<file path="src/rtl/product_accumulator_if.sv">
// Handshake bundle between the multiplier, the product accumulator and its consumer.
// The upstream/downstream side uses the master modport; the accumulator uses the slave modport.
interface product_accumulator_if #(
  parameter int DATA_WIDTH  = 4,
  parameter int ACC_WIDTH   = 12,
  parameter int COUNT_WIDTH = 4
);
  logic                    productValid;
  logic                    productReady;
  logic [2*DATA_WIDTH-1:0] productValue;
  logic                    productLast;
  logic                    sumValid;
  logic                    sumReady;
  logic [ACC_WIDTH-1:0]    sumValue;
  logic [COUNT_WIDTH-1:0]  sumCount;
  logic                    sumOverflow;

  modport master (
    output productValid, productValue, productLast, sumReady,
    input  productReady, sumValid, sumValue, sumCount, sumOverflow
  );

  modport slave (
    input  productValid, productValue, productLast, sumReady,
    output productReady, sumValid, sumValue, sumCount, sumOverflow
  );
endinterface

</file>
<file path="src/rtl/product_accumulator.sv">
// Accumulates a burst of multiplier products and presents sum, beat count and
// sticky overflow on a valid/ready result port.
module product_accumulator #(
  parameter int DATA_WIDTH  = 4,
  parameter int ACC_WIDTH   = 12,
  parameter int COUNT_WIDTH = 4
) (
  input  logic                  clock,
  input  logic                  resetN,
  product_accumulator_if.slave  bus
);
  localparam int PROD_WIDTH = 2 * DATA_WIDTH;

  localparam logic [0:0] ST_ACCUM = 1'b0;
  localparam logic [0:0] ST_HOLD  = 1'b1;

  logic [0:0]             state_reg, state_next;
  logic [ACC_WIDTH-1:0]   acc_reg, acc_next;
  logic [COUNT_WIDTH-1:0] count_reg, count_next;
  logic                   overflow_reg, overflow_next;

  logic                   accept;
  logic [ACC_WIDTH:0]     prod_ext;
  logic [ACC_WIDTH:0]     sum_full;

  // Handshake outputs decode from state only, so no input-to-ready path exists.
  assign bus.productReady = (state_reg == ST_ACCUM);
  assign bus.sumValid     = (state_reg == ST_HOLD);
  assign bus.sumValue     = acc_reg;
  assign bus.sumCount     = count_reg;
  assign bus.sumOverflow  = overflow_reg;

  assign accept   = bus.productValid && (state_reg == ST_ACCUM);
  assign prod_ext = {{(ACC_WIDTH + 1 - PROD_WIDTH){1'b0}}, bus.productValue};
  assign sum_full = {1'b0, acc_reg} + prod_ext;

  always_comb begin
    state_next    = state_reg;
    acc_next      = acc_reg;
    count_next    = count_reg;
    overflow_next = overflow_reg;
    case (state_reg)
      ST_ACCUM: begin
        if (accept) begin
          acc_next      = sum_full[ACC_WIDTH-1:0];
          overflow_next = overflow_reg | sum_full[ACC_WIDTH];
          if (count_reg != {COUNT_WIDTH{1'b1}}) begin
            count_next = count_reg + COUNT_WIDTH'(1);
          end
          if (bus.productLast) begin
            state_next = ST_HOLD;
          end
        end
      end
      default: begin
        if (bus.sumReady) begin
          acc_next      = '0;
          count_next    = '0;
          overflow_next = 1'b0;
          state_next    = ST_ACCUM;
        end
      end
    endcase
  end

  always_ff @(posedge clock) begin
    if (!resetN) begin
      state_reg    <= ST_ACCUM;
      acc_reg      <= '0;
      count_reg    <= '0;
      overflow_reg <= 1'b0;
    end else begin
      state_reg    <= state_next;
      acc_reg      <= acc_next;
      count_reg    <= count_next;
      overflow_reg <= overflow_next;
    end
  end
endmodule

</file>
<file path="src/flat_wrapper.sv">
// flat-port wrapper written by rule: the top's interface ports become plain ports
module product_accumulator_flat 
#(
  parameter int DATA_WIDTH  = 4,
  parameter int ACC_WIDTH   = 12,
  parameter int COUNT_WIDTH = 4
)
  (clock, resetN, bus_productValid, bus_productValue, bus_productLast, bus_sumReady, bus_productReady, bus_sumValid, bus_sumValue, bus_sumCount, bus_sumOverflow);
  product_accumulator_if #(.DATA_WIDTH(DATA_WIDTH), .ACC_WIDTH(ACC_WIDTH), .COUNT_WIDTH(COUNT_WIDTH)) bus_i ();
  input  logic clock;
  input  logic resetN;
  input wire logic [$bits(bus_i.productValid)-1:0] bus_productValid;
  input wire logic [$bits(bus_i.productValue)-1:0] bus_productValue;
  input wire logic [$bits(bus_i.productLast)-1:0] bus_productLast;
  input wire logic [$bits(bus_i.sumReady)-1:0] bus_sumReady;
  output wire logic [$bits(bus_i.productReady)-1:0] bus_productReady;
  output wire logic [$bits(bus_i.sumValid)-1:0] bus_sumValid;
  output wire logic [$bits(bus_i.sumValue)-1:0] bus_sumValue;
  output wire logic [$bits(bus_i.sumCount)-1:0] bus_sumCount;
  output wire logic [$bits(bus_i.sumOverflow)-1:0] bus_sumOverflow;
  assign bus_i.productValid = bus_productValid;
  assign bus_i.productValue = bus_productValue;
  assign bus_i.productLast = bus_productLast;
  assign bus_i.sumReady = bus_sumReady;
  assign bus_productReady = bus_i.productReady;
  assign bus_sumValid = bus_i.sumValid;
  assign bus_sumValue = bus_i.sumValue;
  assign bus_sumCount = bus_i.sumCount;
  assign bus_sumOverflow = bus_i.sumOverflow;
  product_accumulator #(.DATA_WIDTH(DATA_WIDTH), .ACC_WIDTH(ACC_WIDTH), .COUNT_WIDTH(COUNT_WIDTH)) u_core (.clock(clock), .resetN(resetN), .bus(bus_i));
endmodule
</file>
<file path="config.mk">
export PLATFORM = sky130hd
export DESIGN_NAME = product_accumulator_flat
export DESIGN_NICKNAME = d
export VERILOG_FILES = /design/src/rtl/product_accumulator_if.sv /design/src/rtl/product_accumulator.sv /design/src/flat_wrapper.sv
export SDC_FILE = /design/constraint.sdc
export NUM_CORES = 1
export LEC_CHECK = 0
export CORE_ASPECT_RATIO = 1.25
export CORE_UTILIZATION = 40
export CTS_BUF_LIST = sky130_fd_sc_hd__clkbuf_16
export DETAILED_ROUTE_END_ITERATION = 12
export PLACE_DENSITY = 0.81
export SYNTH_ARGS = -nofsm -noshare
export SYNTH_HDL_FRONTEND = slang
export SYNTH_SLANG_ARGS = --single-unit
</file>
<file path="constraint.sdc">
create_clock -name clock -period 4.2 [get_ports clock]
set_clock_uncertainty 0.15 [all_clocks]
set_input_delay 0.63 -clock clock [delete_from_list [all_inputs] [get_ports clock]]
set_output_delay 0.63 -clock clock [all_outputs]
set_load 0.01 [all_outputs]
</file>
Word-level counts from Yosys, hierarchy flattened
Cells that the tools add are included.
W data, S select, Z words.
Cells by class
  mux-type cells: 14
  add/sub/neg operators: 2
  reductions and logical operators: 5
  bitwise operators: 2
  equality and inequality tests: 2
Operators by type and width (count)
  $mux W12: 3
  $mux W4: 4
  $add A12 B8 Y13: 1
  $mux W1: 7
  $add A4 B1 Y4 const B: 1
  $ne A4 B4 Y1 const B: 1
  $reduce_bool A2 Y1: 2
  $reduce_and A3 Y1: 1
  $ne A2 B2 Y1 const B: 1
  $reduce_and A2 Y1: 1
  $logic_and A1 B1 Y1: 1
  $not A1 Y1: 1
  $or A1 B1 Y1: 1
Word-level totals
  output and inout port bits: 19
  flip-flop bits (word level): 18
  logic and storage cells: 29
  input port bits: 13

Longest topological paths before layout
  depth after elaboration: 4
  gate-level depth with buffers: 7
  mapped depth without buffers: 7

Worst setup path before layout
No wires, ideal clock.
  path type: input-to-reg
  from: input bus_productValue[0]
  to: register u_core.acc_reg[10], in the netlist u_core.bus.sumValue[10]
  slack: 1.810 ns
  buffers on the path: 0
  stages: 7
  library setup time: 0.072 ns
  arrival: 2.168 ns
  cells stage by stage: ha_1 fa_1 a21o_2 a221oi_2 o21a_1 or3b_1 mux2i_1
Between the ends
  word-level cells in the longest chain between the ends: 3
RTL lines
  start: declaration: line flat_wrapper.sv:13  | input wire logic [$bits(bus_i.productValue)-1:0] bus_productValue;
  $add A12 B8 Y13: line product_accumulator.sv:35  | assign sum_full = {1'b0, acc_reg} + prod_ext;
  $mux W12: line product_accumulator.sv:44  | if (accept) begin
  $mux W12: line product_accumulator.sv:42  | case (state_reg)
  end signal: assignment: line product_accumulator.sv:74  | acc_reg <= acc_next;
  end: declaration: line product_accumulator.sv:18  | logic [ACC_WIDTH-1:0] acc_reg, acc_next;
No other way between the ends. The select of a mux whose other input is x is not followed.
A chain may end at the register's enable or synchronous reset.

Final worst setup path
Same ends and word-level chain as after synthesis.

==> run_results.csv <==
group,metric,value,unit
drt,route.detailed.drc,0,
drt,ant_nets,0,
floorplanning,initial_core_util,42.9,%
hold_path,hold_class,"flip-flop to flip-flop",
cts,cts_sinks,18,
synthesis,yosysTopAreaCell,"dfxtp_1",
drt,vias,972,
power_and_ir_drop,peakVddDrop,230,uV
synthesis,synth_area,1050,um^2
critical_path,path_class,"primary input to flip-flop",
finish,antenna_cells,0,
floorplanning,row_count,20,
synthesis,ys_warn_count,0,
cts,clk_pin_slew,0.05,ns
sta,fin_crit_sh,63.9,%
floorplanning,core,2450,um^2
drt,viasPerCell,5.49,
cts,cts_setup_buffers,0,
cts,cts_buffers,3,
hold_path,holdPathStages,2,
drt,wl_per_cell,12.4,um
power_and_ir_drop,power.density,357,nW/um^2
power_and_ir_drop,clockPowerShare,35.5,%
sta,fin_crit,2.69,ns
critical_path,crit_required,4.23,ns
outcome,status,"completed",
critical_path,rrSetupSlack,1.97,ns
floorplanning,die_y,59.3,um
critical_path,r2r_end,"u_core.bus.sumValue[10]$_SDFFE_PN0P_",
synthesis,synth_seq_area_share,34.3,%
global_route,grt_first_pass_wirelength,3840,um
cts,cts-htree-levels,1,
power_and_ir_drop,sequentialPowerShare,37.8,%
floorplanning,die_w,47.8,um
sta,tightest_slew,0.948,ns
finish,fin_cells,177,
cts,cts_tree,"built",
global_route,grt_usage,18.2,%
finish,nNetsFinal,169,
cts,ctsResizeCount,0,
synthesis,syn_area_per_cell,9.30,um^2
place,placed_cells_incl_taps,174,
global_route,grt_antenna_before_repair,0,
sta,fin_tns_setup,0,ns
cts,cts_hold_buf,0,
cts,cts.path.max_buffers,2,
cts,cts_root_buffer,"clkbuf_16",
power_and_ir_drop,p_sw,0.000134,W
global_route,grt_overflow,0,
critical_path,start_kind,"primary input",
finish,drive_above_1_share,5.56,%
power_and_ir_drop,intPower,0.000382,W
drt,drt_iter0_markers,11,
sta,slew_headroom,36.7,%
critical_path,r2r-start,"u_core.bus.sumValue[0]$_SDFFE_PN0P_",
sta,max_freq,372,MHz
global_route,grt_max_degree,20,
synthesis,yosys.cell_types.count,33,
power_and_ir_drop,combPwrFrac,26.7,%
synthesis,synth_top_cell_area_share,34.3,%
global_route,grt_pass1_vias,928,
flow_run,max-cap-violations,0,
sta,setup_viol,0,
critical_path,reg2reg_depth,7,
drt,first_pass_iters,4,
critical_path,crit_arrival,2.71,ns
hold_path,hold_path_startpoint,"u_core.bus.sumOverflow$_SDFFE_PN0P_",
sta,hold_viol,0,
place,dpl.hpwl,1690,um
hold_path,hold_end,"u_core.bus.sumOverflow$_SDFFE_PN0P_",
finish,synthToLayoutAreaGrowth,37.7,%
sta,drv_slew,0,
synthesis,synth-seq-cells,18,
place,gp_congestion,0.888,
sta,rsz0062_at_grt,"false",
synthesis,synth_area_leaders,"dfxtp_1 34%, ha_1 11%, a21oi_1 4.8%, nand3_1 4.3%, nand2_1 4.3%",
synthesis,synth_cells,113,
finish,fin_util,59.0,%
place,io_buffer_count,31,
drt,drt-total-wl,2190,um
finish,fillers,230,
floorplanning,dieArea,2840,um^2
power_and_ir_drop,netSwitchingFraction,25.9,%
floorplanning,io_pins,32,
power_and_ir_drop,p_leak,0.563,nW
critical_path,worstPathMaxFanout,4,
cts,worstSkewPairLatency,0.24,ns
critical_path,end_kind,"flip-flop",
synthesis,synth_nets,136,
metal layers:
layer	share of wire, %	GRT usage, %	up-vias
li1	-	-	482
met5	0	0	-
met4	0.37	6.35	0
met2	51	29.7	32
met1	44	22.9	456
met3	5.4	3.96	2
cell families (layout without fill, tap and decap cells):
group	count (synthesis)	count (layout)	share of synthesized area, %
and+or+nand+nor	40	40	19.6
AOI/OAI and AO/OA	30	30	20.7
DFF	18	18	34.3
adders and majority gates	10	10	12.6
xor gates and xnor gates	8	8	6.67
buffers and inverters	4	35	3.21
muxes	3	3	2.86
state kept, by name (all words and copies together) (netlist names):
register and cells:
u_core.bus.sumCount 4, u_core.bus.sumOverflow 1, u_core.bus.sumValue 12, u_core.bus.sumValid 1
critical path: stages:
cell and delay [ns]:
clkdlybuf4s50_1 0.40, ha_1 0.21, fa_1 0.41, a21o_2 0.25
a221oi_2 0.28, o21a_1 0.22, or3b_1 0.14, mux2i_1 0.17
cells in the final DEF (no fill, tap or decap), types with 3 or more instances in the layout:
cell / netlist / routed
xor2_1: 4 / 4
dfxtp_1: 18 / 18
xnor2_1: 4 / 4
nor2b_1: 4 / 4
a21oi_1: 10 / 10
a21boi_0: 3 / 3
a22oi_1: 3 / 3
and2_1: 3 / 3
nor2_1: 4 / 4
mux2i_1: 3 / 3
clkbuf_16: 0 / 3
ha_1: 9 / 9
nand3_1: 9 / 9
a32o_1: 4 / 4
nand2_1: 12 / 12
clkdlybuf4s50_1: 0 / 31
per-stage QoR:
| step | power, W | area, um^2 | hold WS [ns] | worst slack [ns] |
|---|---|---|---|---|
| floorplan | 0.000285 | 1050 | 0.339 | 1.81 |
| global placement | 0.000333 | 1370 | 0.323 | 1.32 |
| detailed placement | 0.000336 | 1370 | 0.326 | 1.26 |
| CTS | 0.000521 | 1450 | 0.333 | 1.51 |
| global route | 0.000550 | 1450 | 0.363 | 1.42 |
| finish | 0.000516 | 1450 | 0.332 | 1.51 |
Yosys cell counts (all sizes together):
cell / n
nor2b: 4
and3: 1
a21boi: 3
a221oi: 1
nand4: 2
nand2b: 2
and2: 3
or3: 1
o31ai: 1
nor2: 4
nand2: 12
dlymetal6s4s: 1
o21a: 1
nand3: 9
or3b: 1
or2b: 1
a32o: 4
inv: 1
a21o: 2
o21ai: 2
ha: 9
fa: 1
clkbuf: 2
xnor2: 4
a41oi: 1
a311oi: 2
dfxtp: 18
mux2i: 3
a21oi: 10
xor2: 4
a22oi: 3
worst max-delay path by stage:
stage                         from                              endpoint  slack (ns)  depth (start not counted)
6_report       bus_productValue[0]  u_core.bus.sumValue[10]$_SDFFE_PN0P_        1.51                          8
2_1_floorplan  bus_productValue[0]  u_core.bus.sumValue[10]$_SDFFE_PN0P_        1.81                          7
4_1_cts        bus_productValue[0]  u_core.bus.sumValue[10]$_SDFFE_PN0P_        1.51                          8
5_1_grt        bus_productValue[0]  u_core.bus.sumValue[10]$_SDFFE_PN0P_        1.42                          8
3_3_place_gp   bus_productValue[0]  u_core.bus.sumValue[10]$_SDFFE_PN0P_        1.32                          8
3_5_place_dp   bus_productValue[0]  u_core.bus.sumValue[10]$_SDFFE_PN0P_        1.26                          8
power groups by stage:
stage | registers, W | clock network (W) | logic, W
floorplan | 0.000203 | 0 | 0.0000825
global route | 0.000197 | 0.000198 | 0.000154
detailed placement | 0.000199 | 0 | 0.000138
CTS | 0.000195 | 0.000187 | 0.000138
global placement | 0.000198 | 0 | 0.000135
finish | 0.000195 | 0.000183 | 0.000138
area by class of cell:
cell class / count / area, um^2 / share of cell area (%)
Clock buffer: 3 / 75.1 / 5.19
Timing Repair Buffer: 31 / 310 / 21.4
Inverter: 1 / 3.75 / 0.259
Tap cell: 33 / 41.3 / 2.85
Multi-Input combinational cell: 91 / 657 / 45.4
Sequential cell: 18 / 360 / 24.9
Note: power is estimated with default switching activity, not from simulation.
